==> config.mk <==
export PLATFORM = sky130hd
export DESIGN_NAME = delta_decoder_with_feedback
export DESIGN_NICKNAME = d
export VERILOG_FILES = /design/src/rtl/delta_codec_pkg.sv /design/src/rtl/skid_buffer_2.sv /design/src/rtl/delta_decoder_with_feedback.sv
export SDC_FILE = /design/constraint.sdc
export NUM_CORES = 1
export LEC_CHECK = 0
export ABC_AREA = 1
export CAP_MARGIN = 25
export CORE_MARGIN = 2
export CORE_UTILIZATION = 55
export DETAILED_ROUTE_END_ITERATION = 6
export PLACE_DENSITY = 0.8
export SETUP_SLACK_MARGIN = 0.1
export SLEW_MARGIN = 25
export SYNTH_ARGS = -nofsm -noshare
export SYNTH_HDL_FRONTEND = slang
export SYNTH_HIERARCHICAL = 1
export SYNTH_SLANG_ARGS = --single-unit
==> constraint.sdc <==
create_clock -name clk -period 2.9 [get_ports clk]
set_clock_uncertainty 0.15 [all_clocks]
set_input_delay 0.58 -clock clk [delete_from_list [all_inputs] [get_ports clk]]
set_output_delay 0.58 -clock clk [all_outputs]
set_load 0.005 [all_outputs]
==> src/rtl/delta_codec_pkg.sv <==
// delta_codec_pkg: shared constants, buffer state encoding and modular subtract for the delta codec.
package delta_codec_pkg;
  localparam int DATA_WIDTH = 16;
  typedef enum logic [1:0] {EMPTY, ONE, TWO} buf_state_t;
  function automatic logic [DATA_WIDTH-1:0] mod_sub(input logic [DATA_WIDTH-1:0] a, input logic [DATA_WIDTH-1:0] b);
    return a - b;
  endfunction
endpackage

==> src/rtl/skid_buffer_2.sv <==
// skid_buffer_2: two-entry FIFO skid buffer with registered in_ready; output driven from the main entry only.
module skid_buffer_2
  import delta_codec_pkg::*;
#(
  parameter int W = 16
) (
  input  logic         clk,
  input  logic         reset,
  input  logic [W-1:0] in_data,
  input  logic         in_valid,
  output logic         in_ready,
  output logic [W-1:0] out_data,
  output logic         out_valid,
  input  logic         out_ready
);
  buf_state_t state, next;
  logic [W-1:0] main_q, skid_q, main_d, skid_d;
  logic accept, xfer;
  assign accept = in_valid & in_ready;
  assign xfer = out_valid & out_ready;
  assign out_valid = state != EMPTY;
  assign out_data = main_q;
  always_comb begin
    next = state;
    main_d = main_q;
    skid_d = skid_q;
    case (state)
      EMPTY: begin
        next = accept ? ONE : EMPTY;
        main_d = accept ? in_data : main_q;
      end
      ONE: begin
        next = (accept && !xfer) ? TWO : (xfer && !accept) ? EMPTY : ONE;
        main_d = (accept && xfer) ? in_data : main_q;
        skid_d = (accept && !xfer) ? in_data : skid_q;
      end
      TWO: begin
        next = xfer ? ONE : TWO;
        main_d = xfer ? skid_q : main_q;
      end
      default: next = EMPTY;
    endcase
  end
  always_ff @(posedge clk) begin
    if (reset) begin
      state <= EMPTY;
      main_q <= '0;
      skid_q <= '0;
      in_ready <= 1'b1;
    end else begin
      state <= next;
      main_q <= main_d;
      skid_q <= skid_d;
      in_ready <= next != TWO;
    end
  end
endmodule

==> src/rtl/delta_decoder_with_feedback.sv <==
// delta_decoder_with_feedback: recovers x[n] = y[n] - y[n-1] from an accumulated stream, with flow control.
module delta_decoder_with_feedback
  import delta_codec_pkg::*;
#(
  parameter int WIDTH = DATA_WIDTH,
  parameter int CNT_WIDTH = 16
) (
  input  logic                 clk,
  input  logic                 reset,
  input  logic [WIDTH-1:0]     in,
  input  logic                 in_valid,
  output logic                 in_ready,
  input  logic                 restart,
  output logic [WIDTH-1:0]     out,
  output logic                 out_valid,
  input  logic                 out_ready,
  output logic [CNT_WIDTH-1:0] sample_count
);
  logic [WIDTH-1:0] prev, base, d;
  logic accept;
  assign accept = in_valid & in_ready;
  // restart zeroes the history in the same cycle, so a coincident sample decodes against 0
  assign base = restart ? '0 : prev;
  assign d = in - base;
  always_ff @(posedge clk) begin
    if (reset) begin
      prev <= '0;
      sample_count <= '0;
    end else begin
      prev <= accept ? in : base;
      sample_count <= (restart ? '0 : sample_count) + CNT_WIDTH'(accept);
    end
  end
  skid_buffer_2 #(.W(WIDTH)) u_buf (
    .clk(clk),
    .reset(reset),
    .in_data(d),
    .in_valid(in_valid),
    .in_ready(in_ready),
    .out_data(out),
    .out_valid(out_valid),
    .out_ready(out_ready)
  );
endmodule

* Word level (Yosys, flattened, before mapping)
Cells that the tools add are included.
Word-level totals: flip-flop bits (word level) 67, input port bits 21, output and inout port bits 34, word-level logic and storage cells 38
Operators by class: $add $sub $neg 2, equality and inequality tests 6, multiplexer cells 12, bitwise operators 2, reduce and logical (&&, ||, !) cells 10
Operators by type and width (count):
- $mux 16 | 6
- $pmux 16 s3 | 1
- $add 16x1->16 | 1
- $sub 16x16->16 | 1
- $pmux 2 s3 | 1
- $mux 2 | 2
- $ne 2x1->1 const B | 2
- $ne 2x2->1 const B | 2
- $reduce_and 4->1 | 1
- $logic_and 1x1->1 | 3
- $reduce_bool 3->1 | 1
- $and 1x1->1 | 2
- $eq 2x1->1 const B | 1
- $eq 2x2->1 const B | 1
- $logic_not 1->1 | 2
- $logic_not 2->1 | 1
- $mux 1 | 2
- $reduce_and 2->1 | 1
- $reduce_bool 2->1 | 1

* Logic depth before layout (Yosys ltp)
depth after elaboration 7, mapped depth 18, mapped depth without buffers 17

* By module
Netlist, hierarchy kept.
By module, submodules not included:
- delta_decoder_with_feedback | instances 1, cells an instance 387, area an instance 2438.6 sq um, sequential area each 640.6 sq um
- skid_buffer_2 | instances 1, cells an instance 234, area an instance 1551.5 sq um, sequential area each 700.7 sq um

* Worst setup path before layout
No wires, ideal clock.
kind in2reg, from input port restart, to register u_buf.main_q[8] (netlist: u_buf/out_data[8]), library setup time 0.064 ns, data arrival time 2.310 ns, data required time 2.686 ns, slack 0.376 ns, stages on the path 14, path buffers 2, cell sequence inv_2 buf_4 buf_2 nand2_1 fa_1 nand2_1 nand2_1 and2_1 a21oi_1 xnor2_1 nand2_1 o21ai_0 nor2_1 nor2_1
Between the ends: word-level cells in the longest chain between the ends 4, elaborated cells on any way between the ends 5, classes of those cells 1 x add/sub; 4 x mux
Ends and longest elaborated chain:
- from (decl) | RTL line delta_decoder_with_feedback.sv:13 | input logic restart,
- $mux 16 * | RTL line delta_decoder_with_feedback.sv:23 | assign base = restart ? '0 : prev;
- $sub 16x16->16 * | RTL line delta_decoder_with_feedback.sv:24 | assign d = in - base;
- named net d[8] | RTL line delta_decoder_with_feedback.sv:19 | logic [WIDTH-1:0] prev, base, d;
- $mux 16, on equally long branches | RTL line skid_buffer_2.sv:34, skid_buffer_2.sv:30
- $pmux 16 s3 * | RTL line skid_buffer_2.sv:27 | case (state)
- to (signal assigned) | RTL line skid_buffer_2.sv:52 | main_q <= main_d;
- to (decl) | RTL line skid_buffer_2.sv:17 | logic [W-1:0] main_q, skid_q, main_d, skid_d;
Mark *: on every way through the listed nets, which the timed path passes. The rest lies on a longest branch. The select of a mux whose other input is x is not followed. A chain may end at the register's enable or synchronous reset.

* Worst setup path after layout
from input port in[0], to register u_buf.main_q[8] (netlist: u_buf/out_data[8])
Between the ends: word-level cells in the longest chain between the ends 3, elaborated cells on any way between the ends 4, classes of those cells 1 x add/sub; 3 x mux
Ends and longest elaborated chain:
- from (decl) | RTL line delta_decoder_with_feedback.sv:10 | input logic [WIDTH-1:0] in,
- $sub 16x16->16 * | RTL line delta_decoder_with_feedback.sv:24
- named net d[8] | RTL line delta_decoder_with_feedback.sv:19
- $mux 16, on equally long branches | RTL line skid_buffer_2.sv:34, skid_buffer_2.sv:30
- $pmux 16 s3 * | RTL line skid_buffer_2.sv:27
Marked as above.

==> flow_summary_export.csv <==
group,metric,value,unit
run_status,status,"finished clean",
clocking,htree_num_levels,3,
sta,rsz0062_at_grt,"false",
yosys,syn_area,3990,µm²
clocking,clock-sinks,67,
power,swShare,29.10,%
global_routing,grt_pass1_wl,14680,µm
yosys,synthDistinctLibCells,34,
final_layout,fin_util,71.83,%
placement,gp_congestion,0.9150,
yosys,ys_seq_area_share,33.62,%
final_layout,area_growth,28.47,%
yosys,yosys.area_share.simple,31.55,%
power,p_clk_share,31.7,%
sta,slew_headroom,38.25,%
global_routing,grt_pass1_vias,3413,
floorplanning,initial_utilization,55.91,%
final_layout,seqCellArea,1341,µm²
worst_setup_path,worst_setup_path_end_kind,"flop",
floorplanning,dieHeight,89.18,µm
yosys,yosys_warnings,6,
sta,final_max_slew_viol_count,0,
global_routing,gr-usage-all-layers,23.16,%
power,total_power,2439,µW
worst_setup_path,required,3030,ps
drt,routed-via-count,3905,
global_routing,antenna_found_initial,0,
yosys,synth-compound-area-share,14.08,%
yosys,synthFlopType,"dfxtp_1",
sta,worstMarginPinSlew,924.1,ps
placement,dpl.hpwl,6571,µm
power,p_int,1729,µW
final_layout,final_net_count,736,
sta,setup_viol,0,
yosys,synth-xor-area-share,1.976,%
clocking,clk_latency,340,ps
sta,finalHoldViolations,0,
drt,wl,8921,µm
power,power_frac_comb,26.4,%
final_layout,layout-drive-gt1-share,12.03,%
floorplanning,die_w,89.18,µm
yosys,synth_top_family_by_area,"simple AND/OR/NAND/NOR gates",
final_layout,n_antenna_cell,0,
drt,post_drt_wl_per_cell,11.19,µm
sta,fmax,396.2,MHz
worst_setup_path,cp_max_fo,3,
clocking,clk_pin_slew,60,ps
worst_setup_path,cp-start-kind,"input port",
sta,fin_hold_ws,299.9,ps
yosys,synthArstFlopShare,0,%
yosys,synth-seq-cells,67,
job,maxCapViolCount,0,
drt,ant_nets,0,
sta,period_minus_slack,2524,ps
sta,fin_crit_sh,87.03,%
yosys,synth-adder-area-share,6.773,%
worst_setup_path,rr_worst_depth,14,
floorplanning,io_pins,55,
clocking,hold_buffers,0,
yosys,synthMuxAreaShare,0,%
clocking,clockRootBuffer,"clkbuf_8",
clocking,post-cts-setup-buffers,0,
yosys,synth_cells,621,
clocking,cts_resized,0,
drt,first_iter_violations,175,
power,switching_power,709.7,µW
placement,portBuffers,54,
power,vdd_drop_max,0.0002449,V
clocking,clockBufferDepth,2,
final_layout,multi_input_area,2315,µm²
power,power_density,475.7,nW/µm²
global_routing,grt_max_degree,34,
clocking,numCtsBuffers,9,
worst_setup_path,crit_arrival,2660,ps
yosys,synth_edf_count,0,
drt,drt_pre_antenna_iters,6,
sta,tns,0,ps
yosys,synth_nets,663,
drt,avgViaCountPerCell,4.900,
floorplanning,die_area,7952,µm²
floorplanning,rows,31,
clocking,cts_tree,"done",
floorplanning,core,7137,µm²
worst_setup_path,path_class,"input port to flop",
final_layout,nFillCells,603,
yosys,synth.avg_cell_area,6.425,µm²
worst_hold_path,hold_class,"flop to flop",
drt,drc_errors,0,
global_routing,grt-ovfl-total,0,
worst_hold_path,whs_path_depth,2,
power,power.leakage,0.002347,µW
power,power_frac_seq,41.9,%
[cell families (layout without fill, tap and decap cells)]
group,Yosys count,after routing
adders and majority gates,21,21
DFF,67,67
and+or+nand+nor,292,292
AOI/OAI and AO/OA,111,111
buffers and inverters,121,198
xor gates and xnor gates,9,9
[cells in the mapped netlist (4+ instances only)]
master | instances | area, µm²
buf_2 | 11 | 55.05
nor2_1 | 65 | 244.0
xor2_1 | 7 | 61.31
dfxtp_1 | 67 | 1341
nand2_1 | 172 | 645.6
nand3_2 | 4 | 40.04
nor3_1 | 4 | 20.02
nor2_2 | 5 | 31.28
ha_1 | 20 | 250.2
o21ai_1 | 17 | 85.08
nand3_1 | 24 | 120.1
clkbuf_1 | 8 | 30.03
o21ai_0 | 40 | 200.2
inv_1 | 97 | 364.1
a21oi_1 | 52 | 260.3
[final timing paths]
path	slack (ps)	to	start
max	380	u_buf/out_data[8]$_SDFFE_PP0P_	in[0]
min	300	u_buf/skid_q[6]$_SDFFE_PP0P_	u_buf/skid_q[6]$_SDFFE_PP0P_
max reg2reg	610	u_buf/out_data[8]$_SDFFE_PP0P_	prev[0]$_SDFF_PP0_
min reg2reg	300	u_buf/skid_q[6]$_SDFFE_PP0P_	u_buf/skid_q[6]$_SDFFE_PP0P_
[power by group through the flow]
| stage | sequential (µW) | clock, µW | combinational, µW |
|---|---|---|---|
| 2_1_floorplan | 1040 | 0 | 379 |
| 3_3_place_gp | 1040 | 0 | 596 |
| 3_5_place_dp | 1040 | 0 | 607 |
| 4_1_cts | 1020 | 786 | 611 |
| 5_1_grt | 1030 | 824 | 737 |
| 6_report | 1020 | 773 | 644 |
[per-stage QoR]
step | std cells | setup WS, ps | area [µm²]
3_3_place_gp | 782 | -178.9 | 4785
6_report | 797 | 376.0 | 5126
4_1_cts | 797 | 160.0 | 4979
2_1_floorplan | 621 | 376.2 | 3990
5_1_grt | 797 | 179.5 | 5126
3_5_place_dp | 782 | -196.3 | 4785
[flip-flops by register name (all words and copies together) (netlist names)]
name / cells
prev: 16
sample_count: 16
u_buf/in_ready: 1
u_buf/out_data: 16
u_buf/skid_q: 16
u_buf/state: 2
[worst max-delay path, stage by stage]
cell	delay, ps
clkdlybuf4s50_1	400
inv_1	80
ha_1	140
inv_1	60
fa_1	390
nand2_1	80
nand2_1	70
and2_1	180
a21oi_1	160
xnor2_1	170
nand2_1	80
o21ai_0	110
nor2_1	80
nor2_1	100
[final cells by class]
class	count	area share, %
multi-input combinational	433	45.15
sequential	67	26.17
timing repair buffer	84	15.23
inverter	99	7.249
clock buffer	13	3.100
tap	99	2.416
clock inverter	2	0.6834
[cell usage in the layout (no fill, tap or decap), drive strengths merged]
cell           count
fa                 1
buf               30
clkbuf            13
xor2               7
clkinv             1
a21oi             53
clkdlybuf4s50     53
nand3b             2
ha                20
bufinv             1
nand4              5
inv               99
o21ai             57
dfxtp             67
nor3b              1
nand2            175
a211oi             1
nand3             28
and2               2
nor3               4
xnor2              2
nor2              73
or2                2
dlymetal6s2s       1
[layer usage]
layer	GRT usage [%]	up-vias	routed length, µm
li1	-	2088	-
met5	0	-	0
met4	9.091	0	168
met3	4.709	13	444
met2	38.99	93	4258
met1	29.07	1711	4049
(Power assumes the default switching activity.)
